[config.mk]
export PLATFORM = sky130hd
export DESIGN_NAME = spi_mem_ctrl
export DESIGN_NICKNAME = d
export VERILOG_FILES = /design/src/rtl/spi_mem_pkg.sv /design/src/rtl/spi_mem_shifter.sv /design/src/rtl/spi_mem_ctrl.sv
export SDC_FILE = /design/constraint.sdc
export NUM_CORES = 1
export LEC_CHECK = 0
export CAP_MARGIN = 20
export CORE_MARGIN = 10
export CORE_UTILIZATION = 45
export DETAILED_ROUTE_END_ITERATION = 16
export PLACE_DENSITY = 0.71
export SYNTH_ARGS = -nofsm -noshare
export SYNTH_HDL_FRONTEND = slang
export SYNTH_SLANG_ARGS = --single-unit
[constraint.sdc]
create_clock -name clk -period 2.35 [get_ports clk]
set_clock_uncertainty 0.2 [all_clocks]
set_input_delay 0.47 -clock clk [delete_from_list [all_inputs] [get_ports clk]]
set_output_delay 0.47 -clock clk [all_outputs]
set_load 0.005 [all_outputs]
[src/rtl/spi_mem_pkg.sv]
// Shared types and constants for the SPI memory controller: FSM states,
// default opcodes and the frame layout (opcode + address + data word).
package spi_mem_pkg;

  localparam int CMD_BITS   = 8;
  localparam int ADDR_BITS  = 24;
  localparam int DATA_BITS  = 16;
  localparam int FRAME_BITS = CMD_BITS + ADDR_BITS + DATA_BITS;
  localparam int CNT_W      = $clog2(FRAME_BITS + 1);

  localparam logic [CMD_BITS-1:0] OP_READ  = 8'h03;
  localparam logic [CMD_BITS-1:0] OP_WRITE = 8'h02;

  typedef enum logic [2:0] {
    ST_IDLE,
    ST_CMD,
    ST_ADDR,
    ST_DATA,
    ST_FINISH
  } state_t;

  // Assemble the outgoing frame, MSB first on the wire.
  function automatic logic [FRAME_BITS-1:0] build_frame(
    input logic [CMD_BITS-1:0]  op,
    input logic [ADDR_BITS-1:0] addr,
    input logic [DATA_BITS-1:0] data
  );
    return {op, addr, data};
  endfunction

endpackage

[src/rtl/spi_mem_shifter.sv]
// Serial datapath: parallel-load shift-out register for the outgoing frame,
// shift-in register for the read word, and the count of completed bits.
module spi_mem_shifter
  import spi_mem_pkg::*;
(
  input  logic                  clk,
  input  logic                  rst,
  input  logic                  load_i,
  input  logic [FRAME_BITS-1:0] frame_i,
  input  logic                  shift_i,
  input  logic                  sample_i,
  input  logic                  miso_i,
  output logic                  mosi_o,
  output logic [DATA_BITS-1:0]  rx_o,
  output logic [CNT_W-1:0]      cnt_o
);

  logic [FRAME_BITS-1:0] tx_q, tx_d;
  logic [DATA_BITS-1:0]  rx_q, rx_d;
  logic [CNT_W-1:0]      cnt_q, cnt_d;

  // Next-state for the shift registers and bit counter.
  always_comb begin
    tx_d  = tx_q;
    rx_d  = rx_q;
    cnt_d = cnt_q;
    if (load_i) begin
      tx_d  = frame_i;
      cnt_d = '0;
    end else if (shift_i) begin
      tx_d  = {tx_q[FRAME_BITS-2:0], 1'b0};
      cnt_d = cnt_q + CNT_W'(1);
    end
    if (sample_i) begin
      rx_d = {rx_q[DATA_BITS-2:0], miso_i};
    end
  end

  // Register update with synchronous reset.
  always_ff @(posedge clk) begin
    // NOTE: the shift registers are reset too, so mosi and rdata are defined
    // zero after reset rather than leftover frame bits.
    if (rst) begin
      tx_q  <= '0;
      rx_q  <= '0;
      cnt_q <= '0;
    end else begin
      tx_q  <= tx_d;
      rx_q  <= rx_d;
      cnt_q <= cnt_d;
    end
  end

  assign mosi_o = tx_q[FRAME_BITS-1];
  assign rx_o   = rx_q;
  assign cnt_o  = cnt_q;

endmodule

[src/rtl/spi_mem_ctrl.sv]
// SPI memory controller: issues one 48-bit mode-0 frame (opcode, 24-bit
// address, 16-bit word) per accepted start; each bit is a low phase followed
// by a high phase of one clk cycle each.
module spi_mem_ctrl
  import spi_mem_pkg::*;
#(
  parameter logic [7:0] CMD_READ  = OP_READ,
  parameter logic [7:0] CMD_WRITE = OP_WRITE
) (
  input  logic                 clk,
  input  logic                 rst,
  input  logic                 start,
  input  logic                 write,
  input  logic [ADDR_BITS-1:0] addr,
  input  logic [DATA_BITS-1:0] wdata,
  output logic [DATA_BITS-1:0] rdata,
  output logic                 busy,
  output logic                 done,
  output logic                 spi_select,
  output logic                 spi_clk,
  output logic                 spi_mosi,
  input  logic                 spi_miso
);

  state_t state_q, state_d;
  logic   phase_q, phase_d;   // 0 = low phase, 1 = high phase of a bit
  logic   write_q, write_d;

  logic                  in_frame;
  logic                  accept;
  logic                  bit_end;
  logic                  load;
  logic                  shift;
  logic                  sample;
  logic                  tx_bit;
  logic [FRAME_BITS-1:0] frame;
  logic [CNT_W-1:0]      bit_cnt;

  assign in_frame = (state_q inside {ST_CMD, ST_ADDR, ST_DATA});
  // A new request is taken when idle or in the completion cycle.
  assign accept   = start && (state_q inside {ST_IDLE, ST_FINISH});
  assign bit_end  = in_frame && phase_q;

  // State register with synchronous reset.
  always_ff @(posedge clk) begin
    // NOTE: non-blocking assignments so every register samples pre-edge values.
    if (rst) begin
      state_q <= ST_IDLE;
      phase_q <= 1'b0;
      write_q <= 1'b0;
    end else begin
      state_q <= state_d;
      phase_q <= phase_d;
      write_q <= write_d;
    end
  end

  // Next-state: advance on the last bit of each field.
  always_comb begin
    // NOTE: defaults first so no path leaves a signal unassigned (no latches).
    state_d = state_q;
    phase_d = 1'b0;
    write_d = write_q;
    if (in_frame) begin
      phase_d = ~phase_q;
    end
    if (accept) begin
      write_d = write;
    end
    unique case (state_q)
      ST_IDLE:   if (start) state_d = ST_CMD;
      ST_CMD:    if (bit_end && bit_cnt == CNT_W'(CMD_BITS - 1)) state_d = ST_ADDR;
      ST_ADDR:   if (bit_end && bit_cnt == CNT_W'(CMD_BITS + ADDR_BITS - 1)) state_d = ST_DATA;
      ST_DATA:   if (bit_end && bit_cnt == CNT_W'(FRAME_BITS - 1)) state_d = ST_FINISH;
      ST_FINISH: state_d = start ? ST_CMD : ST_IDLE;
      default:   state_d = ST_IDLE;
    endcase
  end

  // Outputs and datapath controls decoded from state and bit phase.
  always_comb begin
    busy       = in_frame;
    done       = (state_q == ST_FINISH);
    spi_select = ~in_frame;
    spi_clk    = in_frame & phase_q;
    spi_mosi   = in_frame & tx_bit;
    load       = accept;
    shift      = bit_end;
    sample     = bit_end && (state_q == ST_DATA) && !write_q;
    frame      = build_frame(write ? CMD_WRITE : CMD_READ, addr,
                             write ? wdata : '0);
  end

  spi_mem_shifter u_shifter (
    .clk      (clk),
    .rst      (rst),
    .load_i   (load),
    .frame_i  (frame),
    .shift_i  (shift),
    .sample_i (sample),
    .miso_i   (spi_miso),
    .mosi_o   (tx_bit),
    .rx_o     (rdata),
    .cnt_o    (bit_cnt)
  );

endmodule

======== Word-level counts from Yosys, hierarchy flattened ========
Cells that the tools add are included.
word-level totals
  bits of input ports ..................... 45
  word-level logic and storage cells ...... 47
  register bits ........................... 75
  output and inout bits ................... 21
cells by class
  add/subtract/negate cells ............... 1
  eq/ne operators ......................... 11
  mux-type cells .......................... 10
  reductions and logical operators ........ 15
  bitwise operators ....................... 4
operators with widths
  operator                                                                  count
  48-bit two-way mux                                                        2
  16-bit two-way mux                                                        1
  3-bit one-hot mux with 5 select lines                                     1
  3-bit two-way mux                                                         4
  1-bit logical AND                                                         7
  6-bit by 1-bit adder with 6-bit output (second input constant)            1
  3-bit by 2-bit equality test with 1-bit output (second input constant)    2
  6-bit by 3-bit equality test with 1-bit output (second input constant)    1
  6-bit by 5-bit equality test with 1-bit output (second input constant)    1
  6-bit equality test (second input constant)                               1
  2-bit by 1-bit inequality test with 1-bit output (second input constant)  3
  4-bit AND reduction                                                       1
  2-bit nonzero test                                                        2
  2-bit OR reduction                                                        2
  3-bit by 1-bit equality test with 1-bit output (second input constant)    1
  3-bit equality test (second input constant)                               1
  3-bit zero test                                                           1
  3-bit nonzero test                                                        1
  1-bit bitwise AND                                                         2
  1-bit two-way mux                                                         2
  2-bit inequality test (second input constant)                             1
  1-bit NOT                                                                 2
  1-bit zero test                                                           1

======== Depth between registers and ports, before layout ========
  depth in word-level cells ............... 6
  mapped depth ............................ 8
  gate-level depth less buffers ........... 5

======== Modules after synthesis ========
From an unflattened synthesis, not the netlist that was laid out.
unflattened totals
  cell total of the unflattened synthesis .. 356
  area, all modules ....................... 3593.4 sq um
modules (own cells, without submodules)
  module           seq. area each (sq um)  area each (sq um)  cells each  times used
  spi_mem_shifter  1401.3                  3084.2             287         1
  spi_mem_ctrl     100.1                   509.2              69          1

======== Worst setup path before layout ========
Ideal clock, no wire load.
  kind .................................... reg-to-output
  from .................................... reg state_q[0]
  to ...................................... out spi_clk
  arrival time ............................ 1.033 ns
  setup slack ............................. 0.647 ns
  buffers on the path ..................... 3
  stages on the path, launching flop included .. 7
  required time ........................... 1.680 ns
  cells stage by stage .................... dfxtp_1 > buf_4 > o21ba_1 > buf_6 > nand2_2 > inv_2 > buf_2
between the ends
  cells in the longest elaborated chain, start to end .. 3
  elaborated cells between the ends (all ways) .. 5
  classes of those cells .................. 3 x eq/ne; 1 x bitwise; 1 x reduce/logical
RTL lines
  what                                                                                                              RTL line            RTL
  start: declaration                                                                                                spi_mem_ctrl.sv:25  state_t state_q, state_d;
  start signal: assignment                                                                                          spi_mem_ctrl.sv:52  state_q <= state_d;
  3-bit by 1-bit equality test with 1-bit output or 3-bit by 2-bit equality test with 1-bit output (tied branches)  spi_mem_ctrl.sv:39  assign in_frame = (state_q inside {ST_CMD, ST_ADDR, ST_DATA});
  3-bit nonzero test *                                                                                              spi_mem_ctrl.sv:39
  via busy                                                                                                          spi_mem_ctrl.sv:17  output logic busy,
  1-bit bitwise AND *                                                                                               spi_mem_ctrl.sv:85  spi_clk = in_frame & phase_q;
  end: declaration                                                                                                  spi_mem_ctrl.sv:20  output logic spi_clk,
The timed path passes the listed nets; every way through them passes the cells marked *.

======== Final worst setup path ========
  from .................................... reg state_q[2]
  to ...................................... out spi_clk
between the ends
  cells in the longest elaborated chain, start to end .. 3
  elaborated cells between the ends (all ways) .. 5
  classes of those cells .................. 3 x eq/ne; 1 x bitwise; 1 x reduce/logical
RTL lines
  what                                                                                                              RTL line
  3-bit by 1-bit equality test with 1-bit output or 3-bit by 2-bit equality test with 1-bit output (tied branches)  spi_mem_ctrl.sv:39
  3-bit nonzero test *                                                                                              spi_mem_ctrl.sv:39
  1-bit bitwise AND *                                                                                               spi_mem_ctrl.sv:85
Mark *: on every way between the ends. The rest lies on a longest branch, timed or not.

==> results.md <==
* Worst slew margin at 63.2%
* Min Tclk post-route at 2.30 ns
* Reg power frac at 51.3%
* Post-layout nets at 498
* Fill count at 647
* CTS Buf Count at 9
* Initial DRC Count at 172
* # resized after CTS at 2
* Worst slack, placed at 0.236 ns
* Syn Nets at 447
* Max Buffers Root-to-Sink at 2
* Pwr Total at 2.66 mW
* CTS tree: built
* Mapped cell area at 0.00316 sq mm
* P_sw at around 0.68 mW
* Design Area, Final at roughly 0.0041 sq mm
* Xor/xnor cell area share of the yosys netlist at 1.39%
* DR vias/cell at 5.17
* Compound-Gate Fraction of Synth Area at 19.9%
* Htree depth at 3
* Ant diodes at 0
* Initial Utilization at 46.5%
* Worst path required time at 1.68 ns
* Kind of critical path: reg2out
* Yosys synthesis warning count at 0
* Crit path DAT at roughly 1.6 ns
* Outcome: completed
* Clk_lat worst skew at approximately 0.33 ns
* Largest fanout on the critical path at 7
* FMAX at 435 MHz
* HPWL after detailed placement at 4.85 mm
* Antenna-violating nets left at 0
* Worst setup EP type: output pin
* DR WL/cell at 12.9 um
* Total of max-cap violations at 0
* Die width at 104 um
* Setup Fix Bufs, Post-CTS at 0
* Final hold slack at 0.251 ns
* Vias in the first global route at roughly 2700
* Final hold vios at 0
* Most common cell after layout, fill and taps aside: nand2_1
* GRT overflow at 0
* Critical Path Start Type: flip-flop
* Slew @ Worst Pin at 0.550 ns
* Setup TNS at 0 ns
* Switching share of power at 25.4%
* Largest net degree at the start of global routing at 51
* Largest family of logic cells by synthesized area: simple AND/OR/NAND/NOR gates
* Via count at 2859
* Area Overhead vs Synth at 29.1%
* Maximum VDD drop at 0.000269 V
* RSZ-0062 raised after global routing: no
* Leak at ~1.4 nW
* Die Ht at 104 um
* Synth Register Bits at 75
* Final setup viols at 0
* Clock-pin slew on the worst setup and hold paths at 0.08 ns
* Yosys cell types at 36
* Clock share of power at 38.4%
* Post-Synth Simple-Gate Area at 24.6%
* Core ar. at 0.00679 sq mm
* Pwr dens at 653 mW/mm^2
* Worst Setup Slack, final at 0.0523 ns
* Register area share after synthesis at 47.6%
* GP Congestion at 0.754
* Drt total wl at 7.15 mm
* Synthesized instance count at 401
* Worst min path class: reg2reg
* First-pass GRT wire length at 12.3 mm
* Row count at 30
* Drt first pass iters at 4
* Final slew viol count at 0
* Drt drc at 0
* Comb pwr share at between 10% and 20%
* Buffers on Ports at 65
* Placed cell areas at 0.00386 sq mm
* Mux contribution to synthesized area at 0%
* Fraction of layout cells with a size suffix above 1 at 7.88%
* Power Internal at 1.98 mW
* Clock Sinks at 75
* Synth Area in Adders at 0.396%
* Root buf cell: clkbuf_8
* Hold_buf cts at 0
* Most frequent cells in the layout: nand2_1, dfxtp_1, clkdlybuf4s50_1
* Initial antenna violation count at 0
* Avg Cell Area, Syn at 7.87 sq um
* Final Cycle Share at a little over nine tenths
* Tot GR Track Use at roughly 13%
* Ports at 66
* Die ar. at about 0.011 sq mm
## per-layer routing
layer  wire (um)  vias to the layer above  track usage [%]  share of wire, %
li1            -                     1481                -                 -
met1        3470                     1310             17.0                49
met2        3320                       66             20.1                46
met3         329                        2             3.41               4.6
met4          21                        0             4.37              0.29
met5           0                        -                0                 0
## critical path, stage by stage (launching register included)
cell,delay [ns]
dfxtp_1,0.37
o21ba_4,0.30
nand2_2,0.08
inv_2,0.06
clkdlybuf4s50_1,0.49
## logic make-up (layout without fill, tap and decap cells)
family | Yosys count | after routing
AO/OA/AOI/OAI | 90 | 90
XOR/XNOR | 5 | 5
adder cells (fa/ha/maj) | 1 | 1
buffers and inverters | 42 | 98
flip-flops | 75 | 75
AND/OR/NAND/NOR | 188 | 188
## state kept, by name, summed over array words and instances (netlist names)
name / count
u_shifter.cnt_o: 6
u_shifter.tx_q: 48
phase_q: 1
state_q: 3
u_shifter.rx_o: 16
write_q: 1
## cell usage after synthesis (all sizes together)
master | number | area share, %
nand4b | 1 | 0.28
nand2b | 1 | 0.20
a31oi | 4 | 0.79
dfxtp | 75 | 48
a211o | 1 | 0.28
nand2 | 132 | 16
xor2 | 2 | 0.55
a21o | 1 | 0.24
or2 | 1 | 0.20
a21oi | 42 | 6.7
xnor2 | 3 | 0.83
o311ai | 1 | 0.28
nand3 | 5 | 0.79
nor4 | 1 | 0.20
nor4b | 1 | 0.28
a311oi | 39 | 11
or3 | 2 | 0.40
and3b | 1 | 0.28
a2111oi | 1 | 0.48
buf | 18 | 3.3
clkbuf | 18 | 2.1
nor3 | 4 | 0.99
inv | 6 | 0.71
nor3b | 1 | 0.24
and2 | 3 | 0.59
nor2 | 32 | 3.8
ha | 1 | 0.40
nand4 | 2 | 0.40
o21ba | 1 | 0.32
and3 | 1 | 0.20
## power groups by stage
stage | Combinational, mW | Sequential [mW] | Clock, mW
floorplan | 0.159 | 1.38 | 0
global placement | 0.269 | 1.39 | 0
detailed placement | 0.273 | 1.39 | 0
CTS | 0.277 | 1.36 | 1.05
global route | 0.304 | 1.37 | 1.10
finish | 0.275 | 1.36 | 1.02
## layout make-up
cell class | count | area, sq um | share of cell area (%)
Multi-Input combinational cell | 284 | 1470 | 36.1
Timing Repair Buffer | 76 | 753 | 18.5
Inverter | 6 | 22.5 | 0.553
Clock buffer | 9 | 124 | 3.04
Sequential cell | 75 | 1500 | 36.9
Tap cell | 96 | 120 | 2.95
Clock inverter | 7 | 83.8 | 2.06
## metrics by stage
step                instances  util [%]
CTS                       553      60.0
finish                    553      60.0
global route              553      60.0
floorplan                 401         -
detailed placement        537      56.8
global placement          537      56.8
## path summary, 6_finish.rpt
check / slack, ns / to / from / cells after the start
worst max-delay path: 0.05 / spi_clk / state_q[2] / 4
worst min-delay path: 0.25 / u_shifter.tx_q[46] / u_shifter.tx_q[45] / 2
worst max register to register: 0.29 / state_q[0] / state_q[2] / 5
worst min register to register: 0.25 / u_shifter.tx_q[46] / u_shifter.tx_q[45] / 2
No activity file was read; power rests on OpenSTA's default activity.
